--- config.mk ---
export PLATFORM = sky130hd
export DESIGN_NAME = inst_dispatch_ctrl
export DESIGN_NICKNAME = d
export VERILOG_FILES = /design/src/rtl/inst_dispatch_ctrl.sv
export SDC_FILE = /design/constraint.sdc
export NUM_CORES = 1
export LEC_CHECK = 0
export CORE_MARGIN = 1.5
export CORE_UTILIZATION = 50
export DETAILED_ROUTE_END_ITERATION = 12
export PLACE_DENSITY = 0.77
export RECOVER_POWER = 50
export SLEW_MARGIN = 5
export SYNTH_ARGS = -nofsm -noshare
export SYNTH_HDL_FRONTEND = slang
export SYNTH_SLANG_ARGS = --single-unit
--- constraint.sdc ---
create_clock -name clock -period 13.5 [get_ports clock]
set_input_delay 1.35 -clock clock [delete_from_list [all_inputs] [get_ports clock]]
set_output_delay 1.35 -clock clock [all_outputs]
set_load 0.02 [all_outputs]
--- src/rtl/inst_dispatch_ctrl.sv ---
// In-order instruction buffer between fetch and decode.
// Holds fetched {inst, PC, NPC} triples in a circular queue and presents the
// head entry to the decoder. A dispatched halt or illegal instruction stops
// dispatch until a squash, and the squash empties the queue in one cycle.
module inst_dispatch_ctrl #(
    parameter int DEPTH = 8,
    parameter int XLEN  = 32
) (
    input  logic                       clock,
    input  logic                       reset,
    input  logic                       if_valid,
    input  logic [XLEN-1:0]            if_inst,
    input  logic [XLEN-1:0]            if_PC,
    input  logic [XLEN-1:0]            if_NPC,
    output logic                       if_ready,
    input  logic                       squash,
    input  logic                       dispatch_ready,
    output logic                       dec_valid,
    output logic [XLEN-1:0]            dec_inst,
    output logic [XLEN-1:0]            dec_PC,
    output logic [XLEN-1:0]            dec_NPC,
    input  logic                       dec_is_halt,
    input  logic                       dec_is_illegal,
    output logic                       dispatch_fire,
    output logic                       halted,
    output logic [$clog2(DEPTH+1)-1:0] count
);

    localparam int PW = $clog2(DEPTH);
    localparam int CW = $clog2(DEPTH+1);
    localparam logic [XLEN-1:0] NOP = XLEN'(32'h00000013);

    typedef enum logic {
        RUN     = 1'b0,
        STOPPED = 1'b1
    } state_t;

    state_t          state;
    state_t          state_next;
    logic [PW-1:0]   head;
    logic [PW-1:0]   tail;
    logic [XLEN-1:0] inst_mem [DEPTH];
    logic [XLEN-1:0] pc_mem   [DEPTH];
    logic [XLEN-1:0] npc_mem  [DEPTH];
    logic            enq;
    logic            deq;
    logic            stop;
    logic            not_empty;

    // Handshake qualifiers; a full queue never accepts, even if the head leaves this cycle.
    always_comb begin
        not_empty     = (count != '0);
        if_ready      = (state == RUN) && (count < CW'(DEPTH));
        dec_valid     = (state == RUN) && not_empty;
        dispatch_fire = dec_valid && dispatch_ready && !squash;
        enq           = if_valid && if_ready && !squash;
        deq           = dispatch_fire;
        stop          = dispatch_fire && (dec_is_halt || dec_is_illegal);
        halted        = (state == STOPPED);
    end

    // Decoder sees the head entry, or a NOP with zero PCs while the queue is empty.
    always_comb begin
        dec_inst = NOP;
        dec_PC   = '0;
        dec_NPC  = '0;
        if (not_empty) begin
            dec_inst = inst_mem[head];
            dec_PC   = pc_mem[head];
            dec_NPC  = npc_mem[head];
        end
    end

    // Next state: squash always returns to RUN, a halting dispatch parks in STOPPED.
    always_comb begin
        state_next = state;
        if (squash) begin
            state_next = RUN;
        end else if (stop) begin
            state_next = STOPPED;
        end
    end

    // State register.
    always_ff @(posedge clock or posedge reset) begin
        if (reset) begin
            state <= RUN;
        end else begin
            state <= state_next;
        end
    end

    // Pointers and occupancy; squash or a halting dispatch empties everything at once.
    always_ff @(posedge clock or posedge reset) begin
        if (reset) begin
            head  <= '0;
            tail  <= '0;
            count <= '0;
        end else if (squash || stop) begin
            head  <= '0;
            tail  <= '0;
            count <= '0;
        end else begin
            if (enq) begin
                tail <= tail + 1'b1;
            end
            if (deq) begin
                head <= head + 1'b1;
            end
            if (enq && !deq) begin
                count <= count + 1'b1;
            end else if (!enq && deq) begin
                count <= count - 1'b1;
            end
        end
    end

    // Entry storage; contents are don't-care until written, so it carries no reset.
    always_ff @(posedge clock) begin
        if (enq && !stop) begin
            inst_mem[tail] <= if_inst;
            pc_mem[tail]   <= if_PC;
            npc_mem[tail]  <= if_NPC;
        end
    end

endmodule

Word level (Yosys, flattened, before mapping)
Memory sizes are Yosys's and may differ from the RTL's.
Cells that the tools add are included.
{ "totals": {"regBits": 11, "ramBits": 768, "output_inout_bits": 104, "wordCells": 48, "memories": 3} }
{ "memory_table": {"columns": ["memory", "words", "width", "rd", "rd_clocked_by_memory_dff", "wr", "line", "text"], "rows": [
  ["inst_mem", 8, 32, 1, 0, 1, "42", "logic [XLEN-1:0] inst_mem [DEPTH];"],
  ["npc_mem", 8, 32, 1, 0, 1, "44", "logic [XLEN-1:0] npc_mem [DEPTH];"],
  ["pc_mem", 8, 32, 1, 0, 1, "43", "logic [XLEN-1:0] pc_mem [DEPTH];"]
]} }
{ "op_classes": {"add_sub_neg": 4, "magnitude_cmp": 1, "muxes": 14, "n_bitwise": 1, "reduce_logical": 21} }
{ "op_table": {"columns": ["op", "count"], "rows": [
  ["$mux 32", 3],
  ["$mux 3", 4],
  ["$mux 4", 3],
  ["$logic_and 1x1->1", 10],
  ["$add 3x1->3 const B", 2],
  ["$reduce_bool 2->1", 3],
  ["$add 4x1->4 const B", 1],
  ["$logic_not 1->1", 4],
  ["$lt 4x4->1 const B", 1],
  ["$mux 1", 4],
  ["$reduce_bool 4->1", 1],
  ["$sub 4x1->4 const B", 1],
  ["$reduce_bool 3->1", 1],
  ["$logic_or 1x1->1", 2],
  ["$not 1->1", 1]
]} }

Logic depth before layout (Yosys ltp)
{ "logic_depth": {"depth_word": 9, "ltp_mapped": 9, "mapped_depth_nobuf": 8} }

Worst setup path before layout
OpenSTA, ideal clock, no wires.
{ "synth_path": {"kind": "input to register", "from": "in squash", "to": "mem inst_mem[1][0] (enable)", "t_arrival_ns": 8.484, "t_required_ns": 12.832, "slack_ns": 4.349, "stages": 3, "path_cell_list": "nor4b_1 -> nand3b_1 -> nor3_1"} }
{ "synth_via": {"elab_chain_len": 7, "elab_cells_between_ends": 8, "classes_between": "2 x mux; 6 x reduce/logical"} }
{ "synth_rtl": {"columns": ["item", "line", "text"], "rows": [
  ["from (decl)", "16", "input logic squash,"],
  ["$logic_not 1->1 (*)", "55, 56", null],
  ["$logic_and 1x1->1", "55", "dispatch_fire = dec_valid && dispatch_ready && !squash;"],
  ["$logic_and 1x1->1", "58", "stop = dispatch_fire && (dec_is_halt || dec_is_illegal);"],
  ["$logic_not 1->1", "120", "if (enq && !stop) begin"],
  ["$logic_and 1x1->1 (*)", "120", null],
  ["$mux 1 (*)", "120", null],
  ["$mux 1 (implied by the code) (*)", "121", "inst_mem[tail] <= if_inst;"],
  ["to (decl)", "42", null]
]} }
Mark *: on every way between the ends. The rest lies on a longest branch, timed or not.

Worst setup path in the final report
{ "layout_path": {"from": "reg count[3]", "to": "out dec_NPC[0]"} }
{ "layout_via": {"elab_chain_len": 2} }
{ "layout_rtl": {"columns": ["item", "line", "text"], "rows": [
  ["from (decl)", "26", "output logic [$clog2(DEPTH+1)-1:0] count"],
  ["from (signal assigned)", "111", "count <= count + 1'b1;"],
  ["from (signal assigned)", "113", "count <= count - 1'b1;"],
  ["$reduce_bool 4->1", "52", "not_empty = (count != '0);"],
  ["$mux 32", "67", "if (not_empty) begin"],
  ["to (decl)", "21", "output logic [XLEN-1:0] dec_NPC,"]
]} }
Every way passes these cells.

==> results.json <==
{
  "wl_per_cell_um": 25.38,
  "antenna_found_initial": 24,
  "ant_nets": 0,
  "reg2reg_from": "count[3]$_DFFE_PP0P_",
  "rows": 89,
  "relSlewSlack_pct": -184.8,
  "grt_use_total_pct": 20.33,
  "cts_resized": 0,
  "busiest_layer": "met2",
  "crit_start": "count[3]$_DFFE_PP0P_",
  "ys_seq_elements": 779,
  "irDropWorstVdd_mv": 0.1503,
  "cts-hold-fix-buffers": 0,
  "slew_viol_final": 99,
  "synth.distinct_cells": 34,
  "routed_wirelength_um": 60660,
  "violations": "capacitance limit, slew limit",
  "core_area_um2": 58910,
  "synth_edf_count": 768,
  "ctsHtreeMaxLevel": 3,
  "vias_per_cell": 5.808,
  "die_area_um2": 61060,
  "rsz0062_at_grt": "false",
  "syn_inst": 1309,
  "timing_worst_setup_path_type": "flip-flop to output pin",
  "use_met2_pct": 33.00,
  "overflow": 0,
  "first_pass_iters": 4,
  "critPathArrivalTime_ps": 6990,
  "finalHoldViolCount": 0,
  "portBuffers": 206,
  "nets": 1659,
  "syn_area_um2": 29790,
  "hp-start": "tail[0]$_DFFE_PP0P_",
  "status": "complete, but fails checks",
  "clk_root_buffer_cell": "clkbuf_16",
  "syn-num-nets": 1417,
  "pin_count": 207,
  "fill_cells": 3984,
  "post-route-period-util_pct": 61.79,
  "drt_iter0_markers": 1110,
  "fin_worst_skew_ps": 29.21,
  "clock.fmax_mhz": 119.9,
  "syn_to_final_growth_pct": 18.05,
  "utilization_pct": 59.70,
  "clk_pin_slew_worst_paths_ps": 60,
  "synth-xor-area-share_pct": 0.1176,
  "ys.flop_type": "edfxtp_1",
  "tightest_slew_ps": 4272,
  "synthArstFlopShare_pct": 1.412,
  "drc_errors": 0,
  "holdCritPathClass": "flip-flop to flip-flop",
  "synth_fa_ha_area_share_pct": 0.2352,
  "crit_required_ps": 12150,
  "postCtsSetupRepairBufs": 0,
  "drive_gt1_share_pct": 20.48,
  "clock_path_buffers": 3,
  "cts_buffers": 77,
  "ys_seq_area_share_pct": 78.33,
  "dp_hpwl_um": 33940,
  "clk_latency_ps": 630,
  "grt_pass1_wl_um": 90890,
  "synth_simple_gate_area_share_pct": 2.201,
  "use_met3_pct": 4.689,
  "avgSynthCellArea_um2": 22.76,
  "initial_core_util_pct": 50.57,
  "vias": 13880,
  "drv_cap": 2,
  "grt_pass1_vias": 14450,
  "cp-end-kind": "output pin",
  "pwr_density_cell_nw_per_um2": 176.0,
  "synth-compound-area-share_pct": 0.3234,
  "cts.sinks": 779,
  "synthMuxAreaShare_pct": 17.77,
  "min_period_ps": 8342,
  "synth_warnings": 0,
  "synth_top_family_by_area": "multiplexers",
  "worst-path-max-fanout": 74,
  "leakagePower_nw": 10.66,
  "die_h_um": 247.1,
  "die-width_um": 247.1,
  "finalSetupViolations": 0,
  "grt_max_degree": 76,
  "cts_tree": "yes",
  "globalRouteMet1Util_pct": 28.04,
  "totalNegativeSetupSlack_ps": 0,
  "gp_congestion": 0.7302,
  "setup.worst_path.start_class": "flip-flop"
}
==> sequential cells by signal (all words and copies together), names as in the netlist <==
register and count:
inst_mem 256, halted 1, count 4, npc_mem 256, tail 3, head 3
pc_mem 256
==> layout make-up <==
class	instances	area, um2	share of cell area, %
clock buffers	95	2016	5.731
diodes	6	15.01	0.04269
inverters	4	15.01	0.04269
clock inverters	44	405.4	1.153
multi-input cells	459	6172	17.55
well taps	773	967.2	2.750
flip-flops and latches	779	23350	66.39
repair buffers	230	2231	6.343
==> final timing paths <==
| check | endpoint | slack [ps] | cells past startpoint |
|---|---|---|---|
| worst max register to register | count[1]$_DFFE_PP0P_ | 7510 | 6 |
| max in group asynchronous | head[1]$_DFFE_PP0P_ | 11900 | 2 |
| worst min-delay path | tail[0]$_DFFE_PP0P_ | 630 | 2 |
| worst min register to register | tail[0]$_DFFE_PP0P_ | 630 | 2 |
| min in group asynchronous | count[2]$_DFFE_PP0P_ | 1220 | 2 |
| worst max-delay path | dec_NPC[0] | 5160 | 5 |
==> where the power goes <==
part | total, mW | internal, mW | switching, mW
clock | 2.05 | 1.17 | 0.879
combinational | 1.32 | 0.566 | 0.753
sequential | 2.82 | 2.78 | 0.0449
==> synth_stat cells (2+ instances only) <==
cell	n	area, um2
edfxtp_1	768	23060
o21ai_0	3	15.01
mux4_2	192	4324
nor3_2	3	30.03
or4_1	2	15.01
nor3_1	6	30.03
dfrtp_1	11	275.3
xnor2_1	3	26.28
o211ai_1	2	15.01
buf_1	15	56.30
ha_1	4	50.05
buf_2	23	115.1
nand2_1	11	41.29
clkbuf_1	28	105.1
a21oi_1	7	35.03
mux2i_1	97	970.9
inv_1	4	15.01
nor2_1	109	409.1
nand3b_1	2	15.01
nand2b_1	3	18.77
nand3_1	3	15.01
==> placed cells by master, fill, tap and decap left out, drive strengths merged, types with 2 or more instances in the layout <==
master / n
inv: 8
nand3b: 2
a21oi: 7
dlygate4sd3: 105
edfxtp: 768
buf: 21
clkbuf: 98
o21ai: 3
nand3: 3
clkinv: 32
ha: 4
mux2i: 97
clkinvlp: 3
or4: 2
dfrtp: 11
nor2: 109
mux4: 192
o211ai: 2
or3b: 2
xnor2: 3
nor3: 9
bufinv: 5
clkdlybuf4s50: 101
nand2b: 3
diode: 6
nand2: 11
==> metal layers <==
layer,up-vias,routed length [um]
li1,5952,-
met1,7303,25100
met2,492,30190
met3,118,4036
met4,16,1225
met5,-,101
==> cell families after synthesis <==
kind of cell,count (synthesis)
DFF,779
muxes,289
xor gates and xnor gates,4
buffers and inverters,71
adders and majority gates,5
and+or+nand+nor,146
AOI/OAI and AO/OA,15
==> per-stage QoR <==
| stage | power, mW | hold WS (ps) | worst slack (ps) | instance area [um2] | instances |
|---|---|---|---|---|---|
| global route | 6.423 | 672.5 | 4570 | 35160 | 2386 |
| CTS | 6.258 | 628.7 | 7223 | 35200 | 2384 |
| floorplan | 3.590 | 564.2 | 4349 | 29790 | 1309 |
| global placement | 4.194 | 583.1 | 7756 | 32780 | 2245 |
| finish | 6.189 | 625.5 | 5158 | 35170 | 2390 |
| detailed placement | 4.218 | 614.3 | 7626 | 32780 | 2245 |
==> critical path: stages, from the launching register on <==
cell	delay (ps)
dfrtp_1	510
nor4_4	240
clkbuf_1	1040
clkbuf_1	3060
nor2_1	730
clkdlybuf4s50_1	760
Power figures use the tool's default switching activity.
